## config.mk

```make
export PLATFORM = sky130hd
export DESIGN_NAME = turn_sequencer
export DESIGN_NICKNAME = d
export VERILOG_FILES = /design/src/rtl/turn_sequencer.sv
export SDC_FILE = /design/constraint.sdc
export NUM_CORES = 1
export LEC_CHECK = 0
export ABC_AREA = 1
export CAP_MARGIN = 30
export CORE_MARGIN = 2
export CORE_UTILIZATION = 53
export CTS_CLUSTER_SIZE = 14
export DETAILED_ROUTE_END_ITERATION = 16
export GPL_TIMING_DRIVEN = 0
export PLACE_DENSITY = 0.82
export SYNTH_ARGS = -nofsm -noshare
export SYNTH_HDL_FRONTEND = slang
export SYNTH_SLANG_ARGS = --single-unit
```

## constraint.sdc

```tcl
create_clock -name clock -period 2 [get_ports clock]
set_input_delay 0.6 -clock clock [delete_from_list [all_inputs] [get_ports clock]]
set_output_delay 0.6 -clock clock [all_outputs]
set_load 0.01 [all_outputs]
```

## src/rtl/turn_sequencer.sv

```systemverilog
// ============================================================================
// Module   : turn_sequencer
// Brief    : Round controller for the human-vs-computer guessing game; alternates
//            turns over one shared comparator and keeps scores and the round count.
//            Optional human-turn timeout is enabled with `define TURN_TIMEOUT_EN.
// Revision : 1.0 - initial release
// ============================================================================
`default_nettype none

module turn_sequencer #(
    parameter int MAX_ROUNDS     = 8,
    parameter int WIN_SCORE      = 3,
    parameter int TIMEOUT_CYCLES = 1000
) (
    input  logic       clock,
    input  logic       reset_L,
    input  logic       newGame,
    input  logic       enter,
    input  logic [3:0] hMove,
    input  logic [3:0] cMove,
    input  logic       cmp_done,
    input  logic       match,
    output logic       cmp_start,
    output logic       cmp_sel,
    output logic [3:0] cmp_move,
    output logic [3:0] hScore,
    output logic [3:0] cScore,
    output logic [3:0] round,
    output logic       win,
    output logic       tie,
    output logic       gameOver
`ifdef TURN_TIMEOUT_EN
    ,
    output logic       timeout
`endif
);

    localparam logic [3:0] c_MAX_ROUNDS = 4'(MAX_ROUNDS);
    localparam logic [3:0] c_WIN_SCORE  = 4'(WIN_SCORE);

    typedef enum logic [2:0] {
        IDLE    = 3'd0,
        H_WAIT  = 3'd1,
        H_CMP   = 3'd2,
        C_ISSUE = 3'd3,
        C_CMP   = 3'd4,
        CHECK   = 3'd5,
        DONE    = 3'd6
    } state_t;

    state_t     state_q, state_d;
    logic       cmp_start_q, cmp_start_d;
    logic       cmp_sel_q, cmp_sel_d;
    logic [3:0] cmp_move_q, cmp_move_d;
    logic [3:0] hScore_q, hScore_d;
    logic [3:0] cScore_q, cScore_d;
    logic [3:0] round_q, round_d;
    logic       win_q, win_d;
    logic       tie_q, tie_d;
    logic       gameOver_q, gameOver_d;
    logic       w_expired;

`ifdef TURN_TIMEOUT_EN
    localparam int          c_TW    = $clog2(TIMEOUT_CYCLES + 1);
    localparam logic [c_TW-1:0] c_TLAST = c_TW'(TIMEOUT_CYCLES - 1);

    logic [c_TW-1:0] tcnt_q, tcnt_d;
    logic            timeout_q, timeout_d;

    assign w_expired = (tcnt_q == c_TLAST);

    // Counts only while staying in H_WAIT, so every entry restarts from zero.
    always_comb begin
        tcnt_d = '0;
        if (state_q == H_WAIT && state_d == H_WAIT && !newGame) begin
            tcnt_d = tcnt_q + 1'b1;
        end
    end

    always_ff @(posedge clock or negedge reset_L) begin
        if (!reset_L) begin
            tcnt_q    <= '0;
            timeout_q <= 1'b0;
        end else begin
            tcnt_q    <= tcnt_d;
            timeout_q <= timeout_d;
        end
    end

    assign timeout = timeout_q;
`else
    logic w_unused_timeout;
    assign w_unused_timeout = ^TIMEOUT_CYCLES;
    assign w_expired        = 1'b0;
`endif

    always_comb begin
        state_d     = state_q;
        cmp_start_d = 1'b0;
        cmp_sel_d   = cmp_sel_q;
        cmp_move_d  = cmp_move_q;
        hScore_d    = hScore_q;
        cScore_d    = cScore_q;
        round_d     = round_q;
        win_d       = win_q;
        tie_d       = tie_q;
        gameOver_d  = gameOver_q;
`ifdef TURN_TIMEOUT_EN
        timeout_d   = 1'b0;
`endif
        case (state_q)
            IDLE: ;
            H_WAIT: begin
                if (enter) begin
                    cmp_move_d  = hMove;
                    cmp_sel_d   = 1'b0;
                    cmp_start_d = 1'b1;
                    state_d     = H_CMP;
                end else if (w_expired) begin
`ifdef TURN_TIMEOUT_EN
                    timeout_d = 1'b1;
`endif
                    state_d = C_ISSUE;
                end
            end
            H_CMP: begin
                if (cmp_done) begin
                    if (match && hScore_q != 4'hF) hScore_d = hScore_q + 4'd1;
                    state_d = C_ISSUE;
                end
            end
            C_ISSUE: begin
                cmp_move_d  = cMove;
                cmp_sel_d   = 1'b1;
                cmp_start_d = 1'b1;
                state_d     = C_CMP;
            end
            C_CMP: begin
                if (cmp_done) begin
                    if (match && cScore_q != 4'hF) cScore_d = cScore_q + 4'd1;
                    state_d = CHECK;
                end
            end
            CHECK: begin
                if (hScore_q >= c_WIN_SCORE || cScore_q >= c_WIN_SCORE ||
                    round_q == c_MAX_ROUNDS) begin
                    state_d    = DONE;
                    gameOver_d = 1'b1;
                    win_d      = (hScore_q > cScore_q);
                    tie_d      = (hScore_q == cScore_q);
                end else begin
                    round_d = round_q + 4'd1;
                    state_d = H_WAIT;
                end
            end
            DONE: ;
            default: state_d = IDLE;
        endcase

        // Restart overrides everything, including an enter or a compare in flight.
        if (newGame) begin
            state_d     = H_WAIT;
            cmp_start_d = 1'b0;
            hScore_d    = 4'd0;
            cScore_d    = 4'd0;
            round_d     = 4'd1;
            win_d       = 1'b0;
            tie_d       = 1'b0;
            gameOver_d  = 1'b0;
`ifdef TURN_TIMEOUT_EN
            timeout_d   = 1'b0;
`endif
        end
    end

    always_ff @(posedge clock or negedge reset_L) begin
        if (!reset_L) begin
            state_q     <= IDLE;
            cmp_start_q <= 1'b0;
            cmp_sel_q   <= 1'b0;
            cmp_move_q  <= 4'd0;
            hScore_q    <= 4'd0;
            cScore_q    <= 4'd0;
            round_q     <= 4'd0;
            win_q       <= 1'b0;
            tie_q       <= 1'b0;
            gameOver_q  <= 1'b0;
        end else begin
            state_q     <= state_d;
            cmp_start_q <= cmp_start_d;
            cmp_sel_q   <= cmp_sel_d;
            cmp_move_q  <= cmp_move_d;
            hScore_q    <= hScore_d;
            cScore_q    <= cScore_d;
            round_q     <= round_d;
            win_q       <= win_d;
            tie_q       <= tie_d;
            gameOver_q  <= gameOver_d;
        end
    end

    assign cmp_start = cmp_start_q;
    assign cmp_sel   = cmp_sel_q;
    assign cmp_move  = cmp_move_q;
    assign hScore    = hScore_q;
    assign cScore    = cScore_q;
    assign round     = round_q;
    assign win       = win_q;
    assign tie       = tie_q;
    assign gameOver  = gameOver_q;

endmodule

`default_nettype wire
```

## After elaboration in Yosys (flattened, before gate mapping)

Cells that the tools add are included.

| storage, ports and cells | value |
|---|---|
| word-level logic and storage cells | 85 |
| bits in registers | 24 |

| operators by class | value |
|---|---|
| add/sub/neg operators | 3 |
| reduce and logical (&&, ||, !) cells | 20 |
| equal/unequal tests | 16 |
| magnitude comparators | 3 |
| muxes and demuxes | 33 |

Operators with widths:

| cell | number |
|---|---|
| $mux W4 | 12 |
| $pmux W3 S6 | 1 |
| $reduce_bool A2 Y1 | 8 |
| $mux W3 | 5 |
| $add A4 B1 Y4 const B | 3 |
| $mux W1 | 12 |
| $eq A3 B3 Y1 const B | 3 |
| $ne A3 B3 Y1 const B | 3 |
| $ge A4 B2 Y1 const B | 2 |
| $ne A4 B4 Y1 const B | 2 |
| $pmux W4 S2 | 1 |
| $eq A3 B2 Y1 const B | 2 |
| $reduce_and A2 Y1 | 3 |
| $reduce_and A3 Y1 | 2 |
| $eq A4 B4 Y1 | 1 |
| $eq A4 B4 Y1 const B | 1 |
| $gt A4 B4 Y1 | 1 |
| $ne A2 B2 Y1 const B | 2 |
| $pmux W1 S2 | 2 |
| $reduce_and A4 Y1 | 1 |
| $eq A3 B1 Y1 const B | 1 |
| $logic_not A3 Y1 | 1 |
| $logic_and A1 B1 Y1 | 2 |
| $logic_or A1 B1 Y1 | 2 |
| other kinds (2) | 2 |

## Depth between registers and ports, before layout

Gate-level depths: netlist (run 1).

| logic depth | value |
|---|---|
| word-level depth | 6 |
| mapped depth | 9 |

## Worst setup path after synthesis (run 1)

OpenSTA, ideal clock, no wires.

| timing | value |
|---|---|
| path type | reg-to-reg |
| from | register cScore_q[0] (netlist: cScore[0]) |
| to | register round_q[2] (netlist: round[2]) |
| path slack | 591 ps |
| path buffers | 0 |
| stages on the path, launching flop included | 8 |
| data required time | 1,883 ps |
| library setup time | 117 ps |
| clock period less this slack | 1,409 ps |
| arrival time | 1,292 ps |
| cells stage by stage | dfrtp_1 > ha_1 > nor2_1 > nand4_1 > nand2_1 > o21ai_2 > nand2_1 > nand2_1 |

| between the ends | value |
|---|---|
| cells in the longest elaborated chain, start to end | 5 |

RTL lines:

| element | RTL line | text |
|---|---|---|
| start, declared | 56 | `logic [3:0] cScore_q, cScore_d;` |
| start signal, assigned | 194 | `cScore_q <= cScore_d;` |
| $ge A4 B2 Y1 | 145 | `if (hScore_q >= c_WIN_SCORE \|\| cScore_q >= c_WIN_SCORE \|\|` |
| $logic_or A1 B1 Y1 (2 in a row) | 145 |  |
| $ne A2 B2 Y1 (no source line) | - |  |
| $reduce_and A2 Y1 (no source line) | - |  |
| end signal, assigned | 195 | `round_q <= round_d;` |
| end, declared | 57 | `logic [3:0] round_q, round_d;` |

Every way passes these cells.
A chain may end at the register's enable or synchronous reset.

## Worst setup path after layout (run 1)

| timing | value |
|---|---|
| from | register hScore_q[2] (netlist: hScore[2]) |
| to | output port hScore[2] |

RTL lines:

| element | RTL line | text |
|---|---|---|
| start, declared | 55 | `logic [3:0] hScore_q, hScore_d;` |
| start signal, assigned | 193 | `hScore_q <= hScore_d;` |
| end, declared | 26 | `output logic [3:0] hScore,` |

No word-level cell between the ends.

==> metrics.txt, run 1 <==
CTS Root Cell=clkbuf_4; hold endpoint=cmp_sel; Netlist Area Pre-Place=1500 sq um; Final Util=a little under three quarters; max-cap viol count=0; synth top area cells=dfrtp_1 (40%), nand2_1 (13%), nand3_1 (8.3%); Port-buffer cells=33; hpwl dp=2.44 mm; Seq/Total Area, Yosys=40.0%; critical hold path startpoint=cmp_sel; drt total wl=3.11 mm; CP Buf/Inv Count=1; critical path's slowest cell=clkdlybuf4s50_1; H-Tree Depth=1; FF-to-FF path depth=7; RR Endpoint=round[3]; post-cts hold buffer count=0; CP required=1.40 ns; core area=2730 sq um; GRT Util Overall=about 22%; flop2flop setup slack=0.50 ns; DRT antenna net count=0; placed cell areas=around 1900 sq um; setup tns final=0 ns; Peak Freq=0.519 GHz; Initial Utilization=around 55%; fin area=1940 sq um; worst hold margin=0.490 ns; RSZ-0062 raised after global routing=no; CTS buffer count=3; Slew headroom=a little over 70%; Final min period=1.93 ns; final-report max-slew violation count=0; period utilization=96.3%; Worst Path Max Fanout=7; chip width=57.2 um; worst stage delay on the critical path=~0.56 ns; Post-synth EDFFs=0; CTS tree=yes; layout net count=256; # fillers=226; WS Path Type=flop to output port; P_leak=between 0.9 and 1 nW; layout cells sized above 1=between 10% and 20%; Reg clk slew, reported paths=0.12 ns; CP endpoint kind=output port; synth warn=0; DR pass1 iterations=4; clk_lat worst skew=just over 0.3 ns; top-area cell type share of the netlist area=between 40% and 50%; Yosys top cell by area=dfrtp_1; first-iteration detailed-routing DRC count=40; Remaining DRCs=0; reg2reg start=cScore[0]; initial antenna violation count=0; Worst VDD drop=0.804 mV; Hold WC Path Type=flop to flop; first-pass GRT wire length=5.59 mm; skew final=roughly 0.008 ns; vias in the first global route=between 1000 and 1500; Longest Clk Path Bufs=2; DR vias/cell=between 5 and 6; DR vias=1331; num rows=19; crit path launch type=flop; predominant post-synthesis flop cell=dfrtp_1; PwrDens=937 nW/um^2; grt ovf=0; die footprint=3270 sq um; syn_nets=217; Die Span Y=about 57 um; RD Place Congestion=0.830; Synth cell types=23; hold depth=2; Worst EP arrival=1.33 ns; clk sink count=24; CP top delay family=buffers and inverters; post-DR wirelength/cell=11.8 um; final setup fails=0; #FFs+latches synth=24; async set-reset flop share out of synthesis=between 90% and 100%; Post-CTS Setup Bufs=0; worst-path cell chain=clkdlybuf4s50_1; Area Overhead vs Synth=29.4%; Inserted Diodes=0; synthesized area per cell=7.69 sq um; outcome=completed; final hold violations=0; Ports=35; worst slew pin tran=0.408 ns; Cells after Synth=~200; largest net degree at the start of global routing=20
## cells by family after synthesis
| family | after synthesis | share of synthesized area, % |
|---|---|---|
| adders and majority gates | 8 | 6.67 |
| and+or+nand+nor | 110 | 34.0 |
| xor gates and xnor gates | 4 | 2.34 |
| DFF | 24 | 40.0 |
| AOI/OAI and AO/OA | 21 | 9.17 |
| buffers and inverters | 28 | 7.76 |
## cells in the mapped netlist (2+ instances only)
library cell,instances
nor2_2,4
nor2_1,15
dfrtp_1,24
nand4_1,6
buf_2,3
ha_1,8
o21ai_1,10
inv_2,7
nor2_4,2
xor2_1,4
nand2_1,52
a21oi_1,3
o21ai_2,5
nand3_1,25
inv_1,17
nand2_2,3
## flip-flops by register name (all words and copies together), names as in the netlist
name	count
gameOver	1
cmp_move	4
win	1
cScore	4
cmp_start	1
state_q	3
round	4
cmp_sel	1
hScore	4
tie	1
## layout by cell type, fill, tap and decap left out, drive strengths merged
cell type	instances
nand2	56
clkdlybuf4s50	33
nand3	25
dfrtp	24
inv	24
nor2	21
o21ai	16
ha	8
nand4	7
buf	5
xor2	4
a21oi	4
clkbuf	4
o21bai	1
or2	1
## worst max path at each step
stage / from / end / slack, ns / cells after the start
CTS: cScore[2] / cScore[2] / 0.008 / 1
global route: hScore[0] / hScore[0] / 0.006 / 1
floorplan: cScore[0] / round[2] / 0.59 / 7
detailed placement: cmp_done / state_q[2] / 0.22 / 8
global placement: reset_L / cmp_move[3] / 0.07 / 1
finish: hScore[2] / hScore[2] / 0.07 / 1
## per-stage QoR
stage	cells	setup WS, ns	total power [mW]
3_3_place_gp	259	0.0710	1.55
5_1_grt	264	0.00602	1.97
4_1_cts	264	0.00770	1.84
6_report	264	0.0746	1.82
3_5_place_dp	260	0.217	1.57
2_1_floorplan	195	0.591	1.26
## layer usage
metal / global-route usage (%) / up-vias / routed length, um
met5: 0 / - / 0
met4: 5.65 / 0 / 20
met3: 4.76 / 2 / 144
met2: 34.5 / 30 / 1470
met1: 30.5 / 587 / 1470
li1: - / 712 / -
## where the power goes
| group | internal, mW | leakage (nW) | total (mW) | switching [mW] |
|---|---|---|---|---|
| combinational | 0.391 | 0.646 | 0.870 | 0.479 |
| sequential | 0.592 | 0.305 | 0.696 | 0.103 |
| clock | 0.111 | 0.0210 | 0.253 | 0.142 |
| total | 1.09 | 0.972 | 1.82 | 0.724 |
## cell type report
cell class / instances / area (sq um) / area share [%]
multi-input cells: 143 / 783 / 40.4
flip-flops and latches: 24 / 608 / 31.3
repair buffers: 34 / 358 / 18.4
inverters: 24 / 90.1 / 4.64
well taps: 31 / 38.8 / 2.00
clock buffers: 4 / 36.3 / 1.87
plain buffers: 4 / 26.3 / 1.35
## worst register-to-register path, cell delays in order (launching register included)
cell and delay [ns]:
dfrtp_2 0.48, ha_1 0.24, nor2_1 0.12, nand4_1 0.17, nand2_1 0.19, o21ai_2 0.10, nand2_1 0.07, nand2_1 0.04
## timing repair
| item | 4_1_cts | 5_1_grt |
|---|---|---|
| resized for setup | 1 | 5 |
| gates cloned | 0 | 0 |
| endpoints found under the setup margin | 1 | 5 |
Note: power is estimated with default switching activity, not from simulation.
==> run 2: changes to the inputs <==
--- a/config.mk
+++ b/config.mk
@@ -7,6 +7,7 @@
 export LEC_CHECK = 0
 export ABC_AREA = 1
 export CAP_MARGIN = 30
+export CORE_ASPECT_RATIO = 1.25
 export CORE_MARGIN = 2
 export CORE_UTILIZATION = 53
 export CTS_CLUSTER_SIZE = 14
==> run 2 against run 1 <==
Die area barely moved. Total power decreased by 1.6%. First-iteration DRC count down 25%. Sequential share of layout area is 0.41 points higher. Maximum frequency fell by 0.68%. Critical path type unchanged. Highest routed layer unchanged.
==> metrics.txt, run 2 (synthesis gave the netlist of run 1 again) <==
max-cap viol count=0 (unchanged); final hold violations=0 (unchanged); placed cell areas=1890 sq um (-0.46%); Hold WC Path Type=flop to flop; # fillers=210 (-7.1%); die footprint=3270 sq um (about the same); H-Tree Depth=1 (unchanged); Tot Pwr=1.79 mW (-1.6%); Worst EP arrival=1.34 ns (about the same); vias in the first global route=1383 (+6.7%); CP endpoint kind=output port; initial antenna violation count=0 (unchanged); post-DR wirelength/cell=12.5 um (+6.2%); CTS buffer count=3 (unchanged); clk_lat worst skew=0.33 ns (+0.02 ns); Worst Path Max Fanout=7 (unchanged); RD Place Congestion=0.775 (-6.6%); PwrDens=932 nW/um^2 (-0.55%); WS Path Type=flop to output port; CTS tree=yes; Post-CTS Setup Bufs=0 (unchanged); Remaining DRCs=0 (unchanged); CP Buf/Inv Count=1 (unchanged); first-iteration detailed-routing DRC count=30 (-25%); layout net count=256 (unchanged); layout cells sized above 1=17.2% (+0.074 points); hpwl dp=2.66 mm (+8.8%); DR vias/cell=5.30 (+5.1%); CP top delay family=buffers and inverters; largest net degree at the start of global routing=15 (-25%); DR vias=1409 (+5.9%); setup tns final=0 ns (unchanged); final-report max-slew violation count=0 (unchanged); worst-path cell chain=clkdlybuf4s50_1; DR pass1 iterations=4 (unchanged); CTS Root Cell=clkbuf_4; Ports=35 (unchanged); chip width=51.6 um (-9.8%); grt ovf=0 (unchanged); Area Overhead vs Synth=27.9%; GRT Util Overall=23.3% (+1.6 points); Longest Clk Path Bufs=2 (unchanged); Port-buffer cells=33 (unchanged); Initial Utilization=56.0% (+1.1 points); Final min period=1.94 ns (+0.0131 ns); commonest cells after routing, fill and taps aside=nand2_1 (52), clkdlybuf4s50_1 (33), nand3_1 (25); Slew headroom=54.9% (-18 points); Worst VDD drop=0.698 mV (-13%); Inserted Diodes=0 (unchanged); Reg clk slew, reported paths=0.12 ns (about the same); final setup fails=0 (unchanged); Die Span Y=63.5 um (+11%); num rows=21 (+2); drt total wl=3.33 mm (+7.0%); period utilization=96.9% (+0.66 points); Peak Freq=0.516 GHz (-0.68%); critical path's slowest cell=clkdlybuf4s50_1; first-pass GRT wire length=5.85 mm (+4.7%); crit path launch type=flop; RSZ-0062 raised after global routing=no; CP required=1.40 ns (about the same); worst hold margin=0.493 ns (+0.00285 ns); outcome=completed; P_leak=0.958 nW (-1.4%); skew final=0.0124 ns (+0.00449 ns); DRT antenna net count=0 (unchanged); worst slew pin tran=0.674 ns (+0.266 ns); core area=2680 sq um (-2.0%); fin area=1920 sq um (-1.1%); most common cell after layout, fill and taps aside=nand2_1; worst stage delay on the critical path=0.56 ns (about the same); clk sink count=24 (unchanged)
[run 2: changes by cell type in the layout (fill, tap and decap cells not counted)]
| cell | change |
|---|---|
| buf_8 | +1 |
| clkbuf_8 | -1 |
| dfrtp_1 | -1 |
| dfrtp_2 | +1 |
| buf_16 | -1 |
[run 2: layer usage]
layer  GRT usage (%)  vias up  part of all wire [%]
met4            6.91        0                   1.4
met2            42.8       33                    53
met5               0        -                     0
met1            26.9      662                    41
met3            3.79        5                   4.2
li1                -      709                     -
[run 2: worst paths after layout]
kind / startpoint / to / cells after the start / slack (ns)
worst min register to register: cmp_move[1] / cmp_move[1] / 2 / 0.49
worst min-delay path: cmp_move[1] / cmp_move[1] / 2 / 0.49
worst max-delay path: hScore[2] / hScore[2] / 1 / 0.06
worst max register to register: cScore[0] / round[1] / 7 / 0.46
min in group asynchronous: reset_L / tie / 1 / 0.66
max in group asynchronous: reset_L / hScore[2] / 2 / 0.80
[run 2: cell type report]
type | count | area (sq um) | area share [%]
tap | 34 | 42.5 | 2.22
inverter | 24 | 90.1 | 4.69
sequential | 24 | 609 | 31.7
clock buffer | 3 | 22.5 | 1.17
multi-input combinational | 143 | 783 | 40.8
timing repair buffer | 34 | 345 | 18.0
buffer | 4 | 26.3 | 1.37
[run 2: stage by stage]
stage / utilization [%] / instances / worst slack (ns)
finish: 71.6 / 266 / 0.0615
global route: 71.6 / 266 / 0.00962
CTS: 71.4 / 266 / 0.000526
detailed placement: 70.4 / 263 / 0.213
global placement: 69.9 / 262 / 0.0874
floorplan: - / 195 / 0.591
[run 2: what timing repair did]
action | in CTS | in global routing
setup endpoints to repair | 3 | 4
hold buffers | 0 | 0
gates resized for setup | 3 | 4
[run 2: power by group]
group,switching (mW),internal [mW],total [mW]
Clock,0.147,0.0708,0.218
Combinational,0.482,0.388,0.869
Sequential,0.107,0.594,0.701
==> run 3: changes to the inputs <==
--- a/config.mk
+++ b/config.mk
@@ -6,7 +6,6 @@
 export NUM_CORES = 1
 export LEC_CHECK = 0
 export ABC_AREA = 1
-export CAP_MARGIN = 30
 export CORE_ASPECT_RATIO = 1.25
 export CORE_MARGIN = 2
 export CORE_UTILIZATION = 53
==> run 3 against run 2 <==
Utilization shrank 0.51 points. Final cell count is 0.38% lower. Sequential power hardly changed. Hold slack got worse by 0.0028 ns. Maximum frequency is 0.40% higher.
==> metrics.txt, run 3 (synthesis gave the netlist of run 1 again) <==
Remaining DRCs=0 (unchanged); flop2flop setup slack=0.46 ns (about the same); Peak Freq=0.518 GHz (+0.40%); DRT antenna net count=0 (unchanged); H-Tree Depth=1 (unchanged); worst stage delay on the critical path=0.56 ns (about the same); reg2reg start=hScore[0]; chip width=51.6 um (unchanged); WP depth=1 (unchanged); largest net degree at the start of global routing=25 (+10); crit path launch type=flop; FF-to-FF path depth=7 (unchanged); DR vias/cell=5.28 (-0.26%); # fillers=227 (+8.1%); Cell Count, Final, Fillers Out=265 (-0.38%); setup tns final=0 ns (unchanged); CTS buffer count=3 (unchanged); Hold WC Path Type=flop to flop; worst-path cell chain=clkdlybuf4s50_1; RR Endpoint=round[3]; max-cap viol count=0 (unchanged); CTS Root Cell=clkbuf_4; CP top delay family=buffers and inverters; PwrDens=934 nW/um^2 (+0.27%); P_leak=0.949 nW (-0.95%); skew final=0.00328 ns (-0.00912 ns); Longest Clk Path Bufs=2 (unchanged); vias in the first global route=1444 (+4.4%); RD Place Congestion=0.775 (unchanged); final hold violations=0 (unchanged); Die Span Y=63.5 um (unchanged); outcome=completed; clk_lat worst skew=0.32 ns (about the same); num rows=21 (unchanged); period utilization=96.5% (-0.39 points); Initial Utilization=56.0% (unchanged); commonest cells after routing, fill and taps aside=nand2_1 (52), clkdlybuf4s50_1 (33), nand3_1 (25); post-cts hold buffer count=0 (unchanged); RSZ-0062 raised after global routing=no; Final min period=1.93 ns (-0.00771 ns); initial antenna violation count=0 (unchanged); post-DR wirelength/cell=12.7 um (+1.3%); dpl cells=262 (-0.38%); layout net count=255 (-0.39%); final setup fails=0 (unchanged); Inserted Diodes=0 (unchanged); drt total wl=3.36 mm (+0.87%); critical path's slowest cell=clkdlybuf4s50_1; Port-buffer cells=33 (unchanged); grt ovf=0 (unchanged); Area Overhead vs Synth=27.0%; DR vias=1400 (-0.64%); clk sink count=24 (unchanged); WS Path Type=flop to output port; worst slew pin tran=1.09 ns (+0.417 ns); hold depth=2 (unchanged); hpwl dp=2.64 mm (-0.41%); first-pass GRT wire length=6.13 mm (+4.8%); most common cell after layout, fill and taps aside=nand2_1; GRT Util Overall=24.5% (+1.1 points); CTS tree=yes; CP endpoint=hScore[2]; CP Buf/Inv Count=1 (unchanged); Worst EP arrival=1.33 ns (about the same); final-report max-slew violation count=0 (unchanged); DR pass1 iterations=4 (unchanged); die footprint=3270 sq um (unchanged); core area=2680 sq um (unchanged); Critical Path Source=hScore[2]; CP endpoint kind=output port; layout cells sized above 1=17.3% (+0.075 points); Slew headroom=27.0% (-28 points); Worst VDD drop=0.707 mV (+1.3%); CP required=1.40 ns (about the same); Reg clk slew, reported paths=0.12 ns (about the same); Ports=35 (unchanged); Worst Path Max Fanout=7 (unchanged); Post-CTS Setup Bufs=0 (unchanged); first-iteration detailed-routing DRC count=33 (+10%)
-- run 3: power by group --
group          switching, mW  leakage, nW  internal [mW]  total (mW)
Clock                  0.140       0.0138         0.0706       0.211
Combinational          0.486        0.633          0.385       0.870
Sequential             0.106        0.302          0.593       0.699
Total                  0.732        0.949           1.05        1.78
-- run 3: area by class of cell --
type                    count  area [sq um]  area share (%)
multi-input cells         143           783            41.1
well taps                  34          42.5            2.23
flip-flops and latches     24           611            32.0
repair buffers             33           330            17.3
inverters                  24          90.1            4.73
clock buffers               3          22.5            1.18
plain buffers               4          26.3            1.38
-- run 3: per-stage QoR --
stage	hold slack (ns)	cell area, sq um	total power [mW]	setup slack [ns]	utilization [%]
floorplan	0.304	1500	1.26	0.591	-
global placement	0.460	1870	1.53	0.0874	69.9
detailed placement	0.457	1870	1.58	0.0235	69.9
CTS	0.498	1900	1.80	0.0101	70.8
global route	0.526	1910	1.95	0.00736	71.1
finish	0.490	1910	1.78	0.0692	71.1
-- run 3: worst min-delay path by stage --
stage,start,to,slack (ns)
floorplan,reset_L,cScore[0],0.30
global placement,cmp_sel,cmp_sel,0.46
detailed placement,cmp_sel,cmp_sel,0.46
CTS,cmp_sel,cmp_sel,0.50
global route,cmp_sel,cmp_sel,0.53
finish,cmp_sel,cmp_sel,0.49
-- run 3: timing repair --
item / CTS / global route
resized for setup: 2 / 6
endpoints found under the setup margin: 2 / 6
hold endpoints to repair: 0 / 0
-- run 3: per-layer routing --
metal	vias to the layer above	track usage, %	wire length, um
met1	661	28.3	1420
met3	5	3.79	122
met2	29	44.1	1770
li1	705	-	-
met5	-	0	0
met4	0	8.88	51
